$ cat config.mk
export PLATFORM = sky130hd
export DESIGN_NAME = seq_event_monitor_flat
export DESIGN_NICKNAME = d
export VERILOG_FILES = /design/src/rtl/seq_event_monitor_if.sv /design/src/rtl/seq_event_monitor.sv /design/src/flat_wrapper.sv
export SDC_FILE = /design/constraint.sdc
export NUM_CORES = 1
export LEC_CHECK = 0
export ABC_AREA = 1
export ABC_CLOCK_PERIOD_IN_PS = 3200
export BUFFER_PORTS_ARGS = -buffer_cell sky130_fd_sc_hd__buf_2
export CAP_MARGIN = 20
export CORE_ASPECT_RATIO = 0.6
export CORE_MARGIN = 3
export CORE_UTILIZATION = 35
export CTS_BUF_LIST = sky130_fd_sc_hd__clkbuf_2 sky130_fd_sc_hd__clkbuf_4 sky130_fd_sc_hd__clkbuf_8
export DETAILED_ROUTE_END_ITERATION = 8
export PLACE_DENSITY = 0.55
export SETUP_SLACK_MARGIN = 0.1
export SKIP_LAST_GASP = 1
export SLEW_MARGIN = 20
export SYNTH_ARGS = -nofsm -noshare
export SYNTH_HDL_FRONTEND = slang
export SYNTH_SLANG_ARGS = --single-unit
$ cat constraint.sdc
create_clock -name clk -period 3.2 [get_ports clk]
set_input_delay 0.32 -clock clk [delete_from_list [all_inputs] [get_ports clk]]
set_output_delay 0.32 -clock clk [all_outputs]
set_load 0.005 [all_outputs]
$ cat src/rtl/seq_event_monitor_if.sv
// Result port of the windowed event monitor.
// The producer drives valid/count/alarm/ovr and the consumer drives ready.
interface seq_event_monitor_if #(
   parameter int CNT_W = 8
);
   logic             res_valid;
   logic             res_ready;
   logic [CNT_W-1:0] res_count;
   logic             res_alarm;
   logic             res_ovr;

   modport master (
      output res_valid,
      output res_count,
      output res_alarm,
      output res_ovr,
      input  res_ready
   );

   modport slave (
      input  res_valid,
      input  res_count,
      input  res_alarm,
      input  res_ovr,
      output res_ready
   );
endinterface

$ cat src/rtl/seq_event_monitor.sv
// Windowed counter of detector pulses.
// Each closed window is published as count/alarm/overrun on a valid/ready result port.
module seq_event_monitor #(
   parameter int CNT_W = 8,
   parameter int WIN_W = 16
) (
   input  logic                 clk,
   input  logic                 rst_n,
   input  logic                 enable,
   input  logic                 det,
   input  logic [WIN_W-1:0]     win_len,
   input  logic [CNT_W-1:0]     thresh,
   seq_event_monitor_if.master  res
);

   typedef enum logic [0:0] {
      ST_IDLE = 1'b0,
      ST_RUN  = 1'b1
   } state_t;

   localparam logic [WIN_W-1:0] WIN_ZERO = {WIN_W{1'b0}};
   localparam logic [WIN_W-1:0] WIN_ONE  = {{(WIN_W-1){1'b0}}, 1'b1};
   localparam logic [CNT_W-1:0] CNT_ZERO = {CNT_W{1'b0}};
   localparam logic [CNT_W-1:0] CNT_ONE  = {{(CNT_W-1){1'b0}}, 1'b1};
   localparam logic [CNT_W-1:0] CNT_MAX  = {CNT_W{1'b1}};

   // Saturating increment: the event count holds at all-ones instead of wrapping.
   function automatic logic [CNT_W-1:0] sat_inc(input logic [CNT_W-1:0] value,
                                                input logic             inc);
      logic [CNT_W-1:0] result;
      if (inc && (value != CNT_MAX)) begin
         result = value + CNT_ONE;
      end else begin
         result = value;
      end
      return result;
   endfunction

   state_t           state_r,     state_nx;
   logic [WIN_W-1:0] win_cnt_r,   win_cnt_nx;
   logic [CNT_W-1:0] evt_cnt_r,   evt_cnt_nx;
   logic [WIN_W-1:0] len_r,       len_nx;
   logic             res_valid_r, res_valid_nx;
   logic [CNT_W-1:0] res_count_r, res_count_nx;
   logic             res_alarm_r, res_alarm_nx;
   logic             res_ovr_r,   res_ovr_nx;

   logic [CNT_W-1:0] evt_next_s;
   logic [WIN_W-1:0] len_eff_s;
   logic             alarm_s;
   logic             xfer_s;
   logic             close_s;

   // Per-edge arithmetic shared by the window and result logic.
   always_comb begin
      evt_next_s = sat_inc(evt_cnt_r, det);
      if (win_len == WIN_ZERO) begin
         len_eff_s = WIN_ONE;
      end else begin
         len_eff_s = win_len;
      end
      alarm_s = (thresh != CNT_ZERO) && (evt_next_s >= thresh);
      xfer_s  = res_valid_r && res.res_ready;
   end

   // Window FSM: start, count, close and abandon on enable drop.
   always_comb begin
      state_nx   = state_r;
      win_cnt_nx = win_cnt_r;
      evt_cnt_nx = evt_cnt_r;
      len_nx     = len_r;
      close_s    = 1'b0;
      case (state_r)
         ST_IDLE: begin
            if (enable) begin
               // The det seen on the starting edge is deliberately not counted.
               state_nx   = ST_RUN;
               win_cnt_nx = WIN_ZERO;
               evt_cnt_nx = CNT_ZERO;
               len_nx     = len_eff_s;
            end else begin
               win_cnt_nx = WIN_ZERO;
               evt_cnt_nx = CNT_ZERO;
            end
         end
         ST_RUN: begin
            if (!enable) begin
               state_nx   = ST_IDLE;
               win_cnt_nx = WIN_ZERO;
               evt_cnt_nx = CNT_ZERO;
            end else if (win_cnt_r == (len_r - WIN_ONE)) begin
               close_s    = 1'b1;
               win_cnt_nx = WIN_ZERO;
               evt_cnt_nx = CNT_ZERO;
               len_nx     = len_eff_s;
            end else begin
               win_cnt_nx = win_cnt_r + WIN_ONE;
               evt_cnt_nx = evt_next_s;
            end
         end
         default: begin
            state_nx   = ST_IDLE;
            win_cnt_nx = WIN_ZERO;
            evt_cnt_nx = CNT_ZERO;
            len_nx     = WIN_ONE;
         end
      endcase
   end

   // Result register: load on close, release on transfer, flag overwrites.
   always_comb begin
      res_valid_nx = res_valid_r;
      res_count_nx = res_count_r;
      res_alarm_nx = res_alarm_r;
      res_ovr_nx   = res_ovr_r;
      if (close_s) begin
         res_valid_nx = 1'b1;
         res_count_nx = evt_next_s;
         res_alarm_nx = alarm_s;
         res_ovr_nx   = res_valid_r && !res.res_ready;
      end else if (xfer_s) begin
         res_valid_nx = 1'b0;
      end else begin
         res_valid_nx = res_valid_r;
      end
   end

   // State and result registers.
   always_ff @(posedge clk or negedge rst_n) begin
      if (!rst_n) begin
         state_r     <= ST_IDLE;
         win_cnt_r   <= WIN_ZERO;
         evt_cnt_r   <= CNT_ZERO;
         len_r       <= WIN_ONE;
         res_valid_r <= 1'b0;
         res_count_r <= CNT_ZERO;
         res_alarm_r <= 1'b0;
         res_ovr_r   <= 1'b0;
      end else begin
         state_r     <= state_nx;
         win_cnt_r   <= win_cnt_nx;
         evt_cnt_r   <= evt_cnt_nx;
         len_r       <= len_nx;
         res_valid_r <= res_valid_nx;
         res_count_r <= res_count_nx;
         res_alarm_r <= res_alarm_nx;
         res_ovr_r   <= res_ovr_nx;
      end
   end

   assign res.res_valid = res_valid_r;
   assign res.res_count = res_count_r;
   assign res.res_alarm = res_alarm_r;
   assign res.res_ovr   = res_ovr_r;

endmodule

$ cat src/flat_wrapper.sv
// flat-port wrapper written by rule: the top's interface ports become plain ports
module seq_event_monitor_flat 
#(
   parameter int CNT_W = 8,
   parameter int WIN_W = 16
)
  (clk, rst_n, enable, det, win_len, thresh, res_res_valid, res_res_count, res_res_alarm, res_res_ovr, res_res_ready);
  seq_event_monitor_if #(.CNT_W(CNT_W)) res_i ();
  input  logic clk;
  input  logic rst_n;
  input  logic enable;
  input  logic det;
  input  logic [WIN_W-1:0] win_len;
  input  logic [CNT_W-1:0] thresh;
  output wire logic [$bits(res_i.res_valid)-1:0] res_res_valid;
  output wire logic [$bits(res_i.res_count)-1:0] res_res_count;
  output wire logic [$bits(res_i.res_alarm)-1:0] res_res_alarm;
  output wire logic [$bits(res_i.res_ovr)-1:0] res_res_ovr;
  input wire logic [$bits(res_i.res_ready)-1:0] res_res_ready;
  assign res_res_valid = res_i.res_valid;
  assign res_res_count = res_i.res_count;
  assign res_res_alarm = res_i.res_alarm;
  assign res_res_ovr = res_i.res_ovr;
  assign res_i.res_ready = res_res_ready;
  seq_event_monitor #(.CNT_W(CNT_W), .WIN_W(WIN_W)) u_core (.clk(clk), .rst_n(rst_n), .enable(enable), .det(det), .win_len(win_len), .thresh(thresh), .res(res_i));
endmodule
=== Word-level counts from Yosys, hierarchy flattened ===
Cells that the tools add are included.

* Bits in registers: 52
* Bits of input ports: 29
* Output and inout bits: 11
* Logic and storage cells: 45

* Add/subtract/negate cells: 3
* $lt $le $gt $ge: 1
* Eq/ne operators: 5
* Multiplexer cells: 18
* Bitwise logic cells: 1
* Reduce and logical (&&, ||, !) cells: 9

{| class="wikitable"
|+ Operators with widths
! operator !! count
|-
| 16-bit two-way mux || 6
|-
| 16-bit one-hot mux with 2 select lines || 2
|-
| 8-bit two-way mux || 3
|-
| 16-bit by 1-bit adder with 16-bit output, second input constant || 1
|-
| 16-bit equality test || 1
|-
| 16-bit zero test || 1
|-
| 8-bit one-hot mux with 2 select lines || 1
|-
| 16-bit by 1-bit subtractor with 16-bit output, second input constant || 1
|-
| 8-bit by 1-bit adder with 8-bit output, second input constant || 1
|-
| 8-bit greater-or-equal comparator || 1
|-
| 8-bit != test, second input constant || 1
|-
| 8-bit nonzero test || 1
|-
| 1-bit two-way mux || 6
|-
| 2-bit != test, second input constant || 3
|-
| 1-bit logical AND || 4
|-
| 3-bit AND reduction || 1
|-
| 2-bit nonzero test || 1
|-
| 1-bit zero test || 1
|-
| 1-bit NOT || 1
|}

=== Depth between registers and ports, before layout ===
Gate-level depths: netlist of run 1.

* Depth in word-level cells: 6
* Depth in mapped cells: 17
* Mapped depth without buffers: 16

=== Least setup slack after synthesis of run 1 ===
Ideal clock, no wire load.

* Path type: reg2reg
* Start: register u_core.evt_cnt_r[0]
* End: register u_core.res_alarm_r, in the netlist u_core.res.res_alarm
* Data arrival time: 2096 ps
* Setup slack: 987 ps
* Stages on the path, launching flop included: 15
* Buffers on the path: 0
* Clock period less this slack: 2213 ps
* Path through: dfrtp_1 -> ha_1 -> nand3_1 -> o21ai_1 -> nor2_1 -> nand3_1 -> nor2_1 -> xor2_1 -> ha_1 -> nand2_1 -> nor2_1 -> nand4_1 -> o2111ai_1 -> nand3_1 -> nand2_1

* Cells in the longest elaborated chain, start to end: 5
* Elaborated cells on any way between the ends: 6
* Classes of those cells: add/sub: 1; order compare: 1; eq/ne: 1; mux: 1; reduce/logical: 2

{| class="wikitable"
|+ Ends and longest elaborated chain
! element !! line !! text
|-
| start: declaration || seq_event_monitor.sv:41 || <nowiki>logic [CNT_W-1:0] evt_cnt_r, evt_cnt_nx;</nowiki>
|-
| start signal: assignment || seq_event_monitor.sv:142 || <nowiki>evt_cnt_r <= evt_cnt_nx;</nowiki>
|-
| branches (longest 2 deep; another with 8-bit by 1-bit adder with 8-bit output) || - ||
|-
| 8-bit two-way mux (*) || seq_event_monitor.sv:31 || <nowiki>if (inc && (value != CNT_MAX)) begin</nowiki>
|-
| named net u_core.evt_next_s[7] || seq_event_monitor.sv:48 || <nowiki>logic [CNT_W-1:0] evt_next_s;</nowiki>
|-
| 8-bit greater-or-equal comparator (*) || seq_event_monitor.sv:62 || <nowiki>alarm_s = (thresh != CNT_ZERO) && (evt_next_s >= thresh);</nowiki>
|-
| 1-bit logical AND (*) || seq_event_monitor.sv:62 ||
|-
| end signal: assignment || seq_event_monitor.sv:146 || <nowiki>res_alarm_r <= res_alarm_nx;</nowiki>
|-
| end: declaration || seq_event_monitor.sv:45 || <nowiki>logic res_alarm_r, res_alarm_nx;</nowiki>
|}

Mark *: on every way through the listed nets, which the timed path passes.
A chain may end at the register's enable or synchronous reset.

=== Worst setup path in the final report of run 1 ===
Ends and elaborated chain as after synthesis.

==> results of run 1 <==
==> per-layer routing <==
| metal | share of wire, % | GRT usage [%] | up-vias |
|---|---|---|---|
| met5 | 0 | 0 | - |
| met4 | 1.0 | 3.77 | 0 |
| met3 | 5.1 | 3.54 | 8 |
| met2 | 33 | 19.0 | 66 |
| met1 | 61 | 26.1 | 1195 |
| li1 | - | - | 1414 |
==> power by group through the flow <==
stage                     combinational (mW)  sequential (mW)  clock (mW)
after floorplan                        0.196            0.724           0
after global placement                 0.254            0.741           0
after detailed placement               0.257            0.741           0
after CTS                              0.259            0.728       0.517
after global routing                   0.297            0.735       0.545
final                                  0.257            0.728       0.496
==> stage by stage <==
stage / cell area [sq um] / instances / hold slack [ns] / utilization [%] / worst slack, ns
global route: 3620 / 575 / 0.238 / 41.6 / 0.311
detailed placement: 3480 / 566 / 0.307 / 40.1 / 0.713
global placement: 3480 / 566 / 0.309 / 40.1 / 0.842
CTS: 3620 / 575 / 0.234 / 41.6 / 0.702
finish: 3620 / 575 / 0.238 / 41.6 / 0.689
floorplan: 3190 / 422 / 0.0244 / - / 0.987
==> timing repair <==
item	in CTS	in global routing
gates resized for setup	0	0
setup buffers	0	0
setup endpoints to repair	0	0
hold buffers	1	0
hold endpoints to repair	18	0
==> tightest hold or removal path, cell delays in order <==
cell and delay (ns):
buf_2 0.08, nand3_1 0.06, nand2_1 0.06
==> final timing paths <==
check / from / endpoint / slack, ns / cells after the start
min in group asynchronous: rst_n / u_core.win_cnt_r[8]$_DFF_PN0_ / 0.49 / 2
worst max register to register: u_core.evt_cnt_r[0]$_DFF_PN0_ / u_core.res.res_alarm$_DFFE_PN0P_ / 0.69 / 14
worst min-delay path: win_len[14] / u_core.len_r[14]$_DFFE_PN0P_ / 0.24 / 3
worst min register to register: u_core.len_r[0]$_DFFE_PN1P_ / u_core.len_r[0]$_DFFE_PN1P_ / 0.48 / 2
max in group asynchronous: rst_n / u_core.len_r[9]$_DFFE_PN0P_ / 1.91 / 3
worst max-delay path: u_core.evt_cnt_r[0]$_DFF_PN0_ / u_core.res.res_alarm$_DFFE_PN0P_ / 0.69 / 14
==> flip-flops by register name (all words and copies together), names as in the netlist <==
signal	cells
u_core.evt_cnt_r	8
u_core.res.res_ovr	1
u_core.state_r	1
u_core.len_r	16
u_core.res.res_alarm	1
u_core.res.res_valid	1
u_core.res.res_count	8
u_core.win_cnt_r	16
==> logic make-up after synthesis <==
group	after synthesis
xor gates and xnor gates	27
adders and majority gates	11
AOI/OAI and AO/OA	24
buffers and inverters	62
DFF	52
and+or+nand+nor	246
==> layout by cell type, fill, tap and decap left out, types with 2 or more instances in the layout <==
cell,netlist,final
nor2_1,54,54
inv_2,3,3
nor2_2,4,4
xnor2_1,12,12
xor2_1,15,15
inv_1,49,49
nor2_4,4,4
nand2_1,120,120
a21oi_1,4,4
nor4_1,6,6
o21ai_1,10,10
clkbuf_8,0,7
nand4_1,3,3
ha_1,11,11
nand3_1,39,39
o22ai_1,2,2
nand2_4,2,2
buf_2,4,39
dfrtp_1,51,51
buf_4,1,2
o21ai_0,5,5
nor3_1,6,6
nand3b_1,3,3
==> cell type report <==
cell class / count / area (sq um)
Inverter: 53 / 199
Fill cell: 900 / 5070
Clock inverter: 1 / 30.0
Multi-Input combinational cell: 308 / 1630
Sequential cell: 52 / 1300
Timing Repair Buffer: 42 / 220
Clock buffer: 7 / 96.3
Tap cell: 112 / 140
==> summary.txt, run 1 <==
Routing
  – Wire per inst: ~13 um
  – Vias: 2683
  – Drt first-iter violations: between 150 and 200
  – DR pass1 iterations: 4
  – Avg Vias per Cell: 4.67
  – Remaining DRCs: 0
  – Total wire length: just over 7000 um
  – Routed Antenna Nets: 0

Flow run
  – Number of max-cap violations: 0

Synthesis
  – Mapped Nets: between 400 and 500
  – Synth top area share: 40.0%
  – Mean area per synthesized cell: roughly 7.6 sq um
  – Yosys warning count: 0
  – Xor/xnor cell area share of the yosys netlist: roughly 7.4%
  – Largest area contributor in the netlist: dfrtp_1
  – Largest family of logic cells by synthesized area: simple AND/OR/NAND/NOR gates
  – Synth top cells by count: 120 x nand2_1, 54 x nor2_1, 51 x dfrtp_1, 49 x inv_1, 39 x nand3_1
  – Mapped cell area: 3190 sq um
  – Top post-synthesis cells by area: dfrtp_1 40%, nand2_1 14%, nor2_1 6.4%
  – Number of synthesized flops with an enable pin: 0
  – Main synth FF type: dfrtp_1
  – Part of the Yosys area used for sequential elements: 40.9%
  – Simple-gate share of the synthesized area: 35.2%
  – Mux cell area share after synthesis: 0%
  – Post-synthesis register bit count: 52
  – Post-Synth Adder-Cell Area: between 4 and 5%
  – Top-count cell post-synth: nand2_1
  – Compound-cell area share of the yosys netlist: under 10%
  – Syn Inst Count: 422
  – Fraction of registers with async set or reset after synthesis: 100%
  – Cell variety after synth: 34

Critical path
  – Max Fanout on Critical Path: 6
  – CP startpoint kind: register
  – Critical Path RT: approximately 3.4 ns
  – Crit path DAT: approximately 2.7 ns
  – Cells along the critical path: ha_1 -> nand3_1 -> o21ai_1 -> nor2_1 -> nand3_1 -> nor2_1 -> xor2_1 -> ha_1 -> nand2_1 -> nor2_1 -> nand4_1 -> o2111ai_1 -> nand3_1 -> nand2_1
  – Critical path's top delay family: simple AND/OR/NAND/NOR gates
  – CP max stage cell: dfrtp_1
  – Worst path max stage delay: 0.42 ns
  – Worst Setup End Kind: register
  – WP buf/inv: 0
  – Kind of critical path: reg -> reg

Floorplan
  – Vert. Die Dim: 79.9 um
  – Die area: 10300 sq um
  – Rows: 26
  – Initial cell density of the core: between 30% and 40%
  – Core region area: 8690 sq um
  – Boundary pin count: 40
  – Die W: between 100 and 150 um

Power
  – Sequential group share of total power: 49.2%
  – Clock network power share: 33.5%
  – Peak supply drop: 0.182 mV
  – Combinational share of power: 17.3%
  – Overall Power: around 1.5 mW
  – P_sw: 0.423 mW
  – Pint: 1.06 mW
  – Cell area power density: 409 nW/um^2
  – Leakage: 1.84 nW
  – Sw Share: between 20% and 30%

Min path
  – Worst min path class: in -> reg

STA
  – Worst-Margin Slew: around 0.46 ns
  – RSZ-0062 raised after global routing: false
  – Final clock skew: 0.00886 ns
  – Final setup violation count: 0
  – Max-slew violations: 0
  – Achievable clock frequency: about 0.40 GHz
  – Rel. slew slack: 69.1%
  – Period utilization: about 78%
  – Final setup TNS: 0 ns
  – Final number of hold-violating endpoints: 0
  – Final min period: 2.51 ns

Clocking
  – Root buffer cell: clkbuf_8
  – Clock sink count: 52
  – Num CTS Buffers: 5
  – Max H-tree Level: 2
  – Max clock buf depth: 2
  – CTS tree: built
  – Worst skew pair latency: 0.32 ns
  – Reg clk slew, reported paths: ~0.10 ns

Global routing
  – Global-route wire length before repair: 12700 um
  – Vias in the first global route: 2548
  – Gr usage total: 15.5%
  – Initial antenna violation count: 0
  – Global route total overflow: 0
  – Largest net degree at the start of global routing: 34

Cells and area
  – Share of cells above drive strength 1: ~14%
  – Area Growth Syn to Fin: 13.5%
  – Antenna Diode Count: 0
  – # nets final: 502

Placed design
  – Half-perimeter wire length after placement: 5660 um
  – Final Wtd Congestion: 0.889
  – PortBufs: 39

Status
  – Status: complete, no violations
(Power assumes the default switching activity.)
==> run 2, diff against run 1 <==
- ABC_CLOCK_PERIOD_IN_PS: 3200 -> 2100
- PLACE_DENSITY: 0.55 -> 0.57
- clock period: 3.2 -> 2.1 ns (I/O delays scaled with it)
==> run 2 against run 1 <==
Effect of this change: the run now ends with setup timing left; die area did not move; first-iteration DRC count fell by 38%; sequential share of layout area fell by 5.8 points; setup slack got worse by 0.81 ns; non-clock buffer count rose by 34; critical path depth rose by 1; wire length rose by 13%; clock-buffer cell count did not move; critical path type unchanged; largest cell class unchanged; highest routed layer unchanged.
==> summary.txt, run 2 (synthesis gave the netlist of run 1 again) <==
Power
  – Cell area power density: 553 nW/um^2 (was 409 nW/um^2)
  – Sw Share: 29.4% (was 28.5%)
  – Leakage: 2.09 nW (was 1.84 nW)
  – Peak supply drop: 0.300 mV (was 0.182 mV)
  – Pint: 1.68 mW (was 1.06 mW)
  – P_sw: 0.703 mW (was 0.423 mW)
  – Overall Power: 2.39 mW (was 1.48 mW)
  – Combinational share of power: 21.6% (was 17.3%)
  – Sequential group share of total power: 46.6% (was 49.2%)
  – Clock network power share: 31.9% (was 33.5%)

Clocking
  – Clock sink count: 52 (unchanged)
  – Worst skew pair latency: 0.32 ns (about the same)
  – Root buffer cell: clkbuf_8 (unchanged)
  – Max clock buf depth: 2 (unchanged)
  – Reg clk slew, reported paths: 0.09 ns (was 0.10 ns)
  – CTS tree: built (unchanged)
  – Num CTS Buffers: 5 (unchanged)
  – Max H-tree Level: 2 (unchanged)

STA
  – Rel. slew slack: 56.5% (was 69.1%)
  – Final clock skew: 0.00646 ns (was 0.00886 ns)
  – Post-route setup slack: -0.121 ns (was 0.689 ns)
  – RSZ-0062 raised after global routing: true (was false)
  – Final number of hold-violating endpoints: 0 (unchanged)
  – Period utilization: 106% (was 78.5%)
  – Final min period: 2.22 ns (was 2.51 ns)
  – Max-slew violations: 0 (unchanged)
  – Worst-Margin Slew: 0.652 ns (was 0.460 ns)
  – Achievable clock frequency: 0.450 GHz (was 0.398 GHz)
  – Final setup violation count: 48 (was 0)

Routing
  – Remaining DRCs: 0 (unchanged)
  – Avg Vias per Cell: 4.70 (was 4.67)
  – DR pass1 iterations: 4 (unchanged)
  – Drt first-iter violations: 110 (was 176)
  – Vias: 2866 (was 2683)
  – Routed Antenna Nets: 0 (unchanged)
  – Wire per inst: 13.4 um (was 12.6 um)
  – Total wire length: 8180 um (was 7230 um)

Critical path
  – WP buf/inv: 3 (was 0)
  – Max Fanout on Critical Path: 8 (was 6)
  – Critical path's top delay family: simple AND/OR/NAND/NOR gates (unchanged)
  – Crit path DAT: 2.49 ns (was 2.73 ns)
  – Kind of critical path: reg -> reg (unchanged)
  – CP startpoint kind: register (unchanged)
  – CP max stage cell: dfstp_2 (was dfrtp_1)
  – Critical Path RT: 2.37 ns (was 3.42 ns)
  – Worst Setup End Kind: register (unchanged)
  – Worst path max stage delay: 0.55 ns (was 0.42 ns)
  – CP most frequent cell: nand2_1
  – Cells along the critical path: inv_2 -> ha_4 -> inv_2 -> nand2_1 -> nand2_1 -> nor2_1 -> nand3_1 -> nor2_1 -> nand3_1 -> nor2_4 -> nand3_4 -> nand2_8 -> clkbuf_16 -> nand3_2 -> nand2_1 (was ha_1 -> nand3_1 -> o21ai_1 -> nor2_1 -> nand3_1 -> nor2_1 -> xor2_1 -> ha_1 -> nand2_1 -> nor2_1 -> nand4_1 -> o2111ai_1 -> nand3_1 -> nand2_1)

Floorplan
  – Core region area: 8690 sq um (unchanged)
  – Die area: 10300 sq um (unchanged)
  – Vert. Die Dim: 79.9 um (unchanged)
  – Rows: 26 (unchanged)
  – Boundary pin count: 40 (unchanged)
  – Die W: 129 um (unchanged)
  – Initial cell density of the core: 36.7% (unchanged)

Cells and area
  – Most common cell after layout, fill and taps aside: nand2_1 (unchanged)
  – Area Growth Syn to Fin: 35.4% (was 13.5%)
  – Share of cells above drive strength 1: 33.3% (was 14.3%)
  – Most frequent cells in the layout: 108 x nand2_1, 51 x dfrtp_1, 47 x inv_1 (was 120 x nand2_1, 54 x nor2_1, 51 x dfrtp_1)
  – # nets final: 537 (was 502)
  – Antenna Diode Count: 0 (unchanged)
  – Top flop regs: u_core.len_r: 16 flops, u_core.win_cnt_r: 16 flops (unchanged)

Placed design
  – PortBufs: 39 (unchanged)
  – Final Wtd Congestion: 0.816 (was 0.889)
  – Post-place setup slack: -0.145 ns (was 0.713 ns)
  – Half-perimeter wire length after placement: 5960 um (was 5660 um)

Global routing
  – Global-route wire length before repair: 12600 um (was 12700 um)
  – Largest net degree at the start of global routing: 29 (was 34)
  – Global route total overflow: 0 (unchanged)
  – Vias in the first global route: 2445 (was 2548)
  – Gr usage total: 15.6% (was 15.5%)
  – Initial antenna violation count: 0 (unchanged)

Flow run
  – Number of max-cap violations: 0 (unchanged)

Status
  – Status: complete, but fails checks (was complete, no violations)
  – Failing checks: setup timing

Min path
  – Worst min path class: in -> reg (unchanged)
## run 2: routing by layer
metal / GRT usage, % / part of all wire (%)
met3: 3.41 / 4.9
met1: 26.9 / 57
met5: 0 / 0
met4: 3.77 / 1.1
met2: 18.4 / 37
## run 2: worst paths after layout
path / from / cells after the start / endpoint / slack (ns)
max in group asynchronous: rst_n / 3 / u_core.len_r[0]$_DFFE_PN1P_ / 1.03
min in group asynchronous: rst_n / 2 / u_core.evt_cnt_r[7]$_DFF_PN0_ / 0.44
worst min-delay path: win_len[10] / 3 / u_core.len_r[10]$_DFFE_PN0P_ / 0.12
worst min register to register: u_core.res.res_alarm$_DFFE_PN0P_ / 2 / u_core.res.res_alarm$_DFFE_PN0P_ / 0.49
worst max-delay path: u_core.len_r[0]$_DFFE_PN1P_ / 15 / u_core.len_r[9]$_DFFE_PN0P_ / -0.12
worst max register to register: u_core.len_r[0]$_DFFE_PN1P_ / 15 / u_core.len_r[9]$_DFFE_PN0P_ / -0.12
## run 2: layout make-up
| cell class | instances | area [sq um] |
|---|---|---|
| clock buffers | 7 | 96.3 |
| clock inverters | 1 | 30.0 |
| fillers | 831 | 4370 |
| inverters | 53 | 199 |
| multi-input cells | 309 | 1960 |
| flip-flops and latches | 52 | 1300 |
| well taps | 112 | 140 |
| repair buffers | 76 | 593 |
## run 2: what timing repair did
| item | in CTS | in global routing |
|---|---|---|
| setup endpoints to repair | 49 | 51 |
| setup buffers | 3 | 5 |
| pin swaps | 3 | 35 |
| endpoints found under the hold margin | 24 | 0 |
| hold buffers | 1 | 0 |
| cloned | 0 | 5 |
| resized for setup | 11 | 64 |
## run 2: per-stage QoR
step                TNS, ns  util (%)  hold slack, ns  cell area (sq um)  instances
floorplan                 0         -         -0.0856               3230        422
global placement    -0.0286      43.0           0.260               3730        588
detailed placement   -0.401      43.0           0.268               3730        588
CTS                   -1.11      45.4           0.118               3940        600
global route         -10.07      49.7           0.116               4320        610
finish                -2.94      49.7           0.122               4320        610
## run 2: worst register-to-register path: cells and delay by family, from the launching register on
family / cells / cell delay [ns]
adder cells (fa/ha/maj): 1 / 0.27
buffers and inverters: 3 / 0.25
flip-flops: 1 / 0.55
AND/OR/NAND/NOR: 11 / 1.11
## run 2: power groups by stage
stage	sequential, mW	clock, mW	combinational, mW
after floorplan	1.10	0	0.308
after global placement	1.12	0	0.433
after detailed placement	1.13	0	0.441
after CTS	1.11	0.791	0.454
after global routing	1.12	0.826	0.580
final	1.11	0.760	0.514
==> run 3, diff against run 2 <==
- CORE_UTILIZATION: 35 -> 30
- PLACE_DENSITY: 0.57 -> 0.5
- SLEW_MARGIN: 20 -> not set
==> run 3 against run 2 <==
Effect of this change: the run still ends with setup timing left; critical path depth rose by 1; non-clock buffer count rose by 3; wire length rose by 2.1%; die area rose by 16%; final cell count rose by 4.3%; total power fell by 0.67%; critical path type unchanged.
==> summary.txt, run 3 (synthesis gave the netlist of run 1 again) <==
Cells and area
  – Most common cell after layout, fill and taps aside: nand2_1 (unchanged)
  – Antenna Diode Count: 0 (unchanged)
  – Fillers: 1060 (was 831)
  – Top flop regs: u_core.len_r: 16 flops, u_core.win_cnt_r: 16 flops (unchanged)
  – Most frequent cells in the layout: 112 x nand2_1, 51 x dfrtp_1, 50 x nor2_1 (was 108 x nand2_1, 51 x dfrtp_1, 47 x inv_1)
  – Cell Count, Final, Fillers Out: 636 (was 610)
  – Share of cells above drive strength 1: 26.9% (was 33.3%)
  – # nets final: 540 (was 537)
  – Area Growth Syn to Fin: 32.8% (was 35.4%)

Placed design
  – Half-perimeter wire length after placement: 6110 um (was 5960 um)
  – Post-place setup slack: -0.182 ns (was -0.145 ns)
  – Cell Count Post-Placement: 613 (was 588)
  – PortBufs: 39 (unchanged)
  – Final Wtd Congestion: 0.873 (was 0.816)

Critical path
  – Max Fanout on Critical Path: 8 (unchanged)
  – Kind of critical path: reg -> reg (unchanged)
  – Critical Path RT: 2.36 ns (was 2.37 ns)
  – Worst path max stage delay: 0.55 ns (about the same)
  – CP max stage cell: dfstp_2 (unchanged)
  – Worst Setup End Kind: register (unchanged)
  – Cells along the critical path: inv_2 -> ha_4 -> inv_2 -> nand2_2 -> nand2_2 -> nor2_2 -> nand3_1 -> nor2_1 -> nand3_2 -> nor2_4 -> buf_6 -> nand3_4 -> nand2_8 -> clkbuf_16 -> nand3_1 -> nand2_1 (was inv_2 -> ha_4 -> inv_2 -> nand2_1 -> nand2_1 -> nor2_1 -> nand3_1 -> nor2_1 -> nand3_1 -> nor2_4 -> nand3_4 -> nand2_8 -> clkbuf_16 -> nand3_2 -> nand2_1)
  – Crit path DAT: 2.51 ns (was 2.49 ns)
  – CP startpoint kind: register (unchanged)

Routing
  – Routed Antenna Nets: 0 (unchanged)
  – Avg Vias per Cell: 4.48 (was 4.70)
  – Vias: 2850 (was 2866)
  – Total wire length: 8350 um (was 8180 um)
  – Wire per inst: 13.1 um (was 13.4 um)
  – Remaining DRCs: 0 (unchanged)
  – Drt first-iter violations: 149 (was 110)
  – DR pass1 iterations: 4 (unchanged)

Clocking
  – Worst skew pair latency: 0.31 ns (was 0.32 ns)
  – Max clock buf depth: 2 (unchanged)
  – Reg clk slew, reported paths: 0.09 ns (about the same)
  – Root buffer cell: clkbuf_8 (unchanged)
  – Clock sink count: 52 (unchanged)
  – CTS tree: built (unchanged)
  – Num CTS Buffers: 5 (unchanged)
  – Max H-tree Level: 2 (unchanged)

STA
  – Achievable clock frequency: 0.443 GHz (was 0.450 GHz)
  – Final setup violation count: 49 (was 48)
  – Worst-Margin Slew: 0.514 ns (was 0.652 ns)
  – Final number of hold-violating endpoints: 0 (unchanged)
  – Hold Slack: 0.126 ns (was 0.122 ns)
  – Rel. slew slack: 65.7% (was 56.5%)
  – Max-slew violations: 0 (unchanged)
  – Final min period: 2.26 ns (was 2.22 ns)
  – RSZ-0062 raised after global routing: true (unchanged)
  – Final clock skew: 0.00366 ns (was 0.00646 ns)
  – Post-route setup slack: -0.156 ns (was -0.121 ns)
  – Final setup TNS: -5.29 ns (was -2.94 ns)
  – Period utilization: 107% (was 106%)

Floorplan
  – Rows: 28 (was 26)
  – Vert. Die Dim: 85.9 um (was 79.9 um)
  – Core region area: 10100 sq um (was 8690 sq um)
  – Initial cell density of the core: 31.6% (was 36.7%)
  – Die W: 139 um (was 129 um)
  – Die area: 11900 sq um (was 10300 sq um)
  – Boundary pin count: 40 (unchanged)

Global routing
  – Vias in the first global route: 2617 (was 2445)
  – Global-route wire length before repair: 13500 um (was 12600 um)
  – Largest net degree at the start of global routing: 43 (was 29)
  – Initial antenna violation count: 0 (unchanged)
  – Gr usage total: 14.2% (was 15.6%)
  – Global route total overflow: 0 (unchanged)

Power
  – Cell area power density: 560 nW/um^2 (was 553 nW/um^2)
  – P_sw: 0.699 mW (was 0.703 mW)
  – Leakage: 2.09 nW (about the same)
  – Sequential group share of total power: 46.8% (was 46.6%)
  – Peak supply drop: 0.253 mV (was 0.300 mV)
  – Pint: 1.67 mW (was 1.68 mW)
  – Clock network power share: 32.5% (was 31.9%)
  – Combinational share of power: 20.7% (was 21.6%)
  – Sw Share: 29.5% (was 29.4%)

Flow run
  – Number of max-cap violations: 0 (unchanged)

Status
  – Failing checks: setup timing (unchanged)
  – Status: complete, but fails checks (unchanged)

Min path
  – Worst min path class: in -> reg (unchanged)
==> run 3: changes by cell type in the layout (fill, tap and decap cells not counted), moves of 3 or more <==
cell / previous run / this run
nor2_2: 22 / 6
nand3_1: 20 / 27
buf_4: 26 / 29
nor2_1: 30 / 50
nand2_2: 11 / 8
nand2_1: 108 / 112
nor2_4: 10 / 6
nand3_2: 17 / 11
==> run 3: layout make-up <==
type | instances | area [sq um] | area share (%)
timing repair buffer | 79 | 598 | 14.1
multi-input combinational | 309 | 1840 | 43.5
clock inverter | 1 | 30.0 | 0.709
inverter | 53 | 199 | 4.70
clock buffer | 7 | 96.3 | 2.27
sequential | 52 | 1300 | 30.8
tap | 135 | 169 | 3.99
==> run 3: power by group through the flow <==
stage / Combinational (mW) / Sequential (mW) / Clock [mW]
floorplan: 0.308 / 1.10 / 0
global placement: 0.443 / 1.13 / 0
detailed placement: 0.447 / 1.13 / 0
CTS: 0.465 / 1.11 / 0.792
global route: 0.560 / 1.12 / 0.840
finish: 0.491 / 1.11 / 0.770
==> run 3: worst paths after layout <==
kind | start | end | slack (ns) | depth (start not counted)
max reg2reg | u_core.len_r[0]$_DFFE_PN1P_ | u_core.len_r[6]$_DFFE_PN0P_ | -0.16 | 16
min in group asynchronous | rst_n | u_core.win_cnt_r[10]$_DFF_PN0_ | 0.30 | 2
min reg2reg | u_core.res.res_count[7]$_DFFE_PN0P_ | u_core.res.res_count[7]$_DFFE_PN0P_ | 0.49 | 2
max | u_core.len_r[0]$_DFFE_PN1P_ | u_core.len_r[6]$_DFFE_PN0P_ | -0.16 | 16
max in group asynchronous | rst_n | u_core.len_r[0]$_DFFE_PN1P_ | 1.22 | 3
min | win_len[2] | u_core.len_r[2]$_DFFE_PN0P_ | 0.13 | 3
==> run 3: worst max-delay path: cells and delay by family, from the launching register on <==
| family | cells | cell delay [ns] |
|---|---|---|
| buf+inv | 4 | 0.34 |
| simple gates | 11 | 1.04 |
| fa+ha+maj | 1 | 0.27 |
| flops | 1 | 0.55 |
==> run 3: what timing repair did <==
item	CTS	global route
hold endpoints to repair	10	0
endpoints found under the setup margin	49	51
pin swaps	21	32
gates cloned	1	3
gates resized for setup	13	23
buffers inserted	10	1
hold buffers	1	0
==> run 3: metrics by stage <==
stage | util [%] | power [mW] | instance area (sq um)
6_report | 42.0 | 2.37 | 4240
5_1_grt | 42.0 | 2.52 | 4240
4_1_cts | 40.4 | 2.36 | 4080
3_5_place_dp | 37.5 | 1.57 | 3780
3_3_place_gp | 37.5 | 1.57 | 3780
2_1_floorplan | - | 1.41 | 3230
==> run 3: layer usage <==
layer / GRT usage (%) / part of all wire, % / vias up
met5: 0 / 0 / -
met1: 24.7 / 61 / 1303
met4: 2.93 / 0.49 / 0
met3: 3.12 / 4.0 / 4
li1: - / - / 1489
met2: 16.5 / 35 / 54
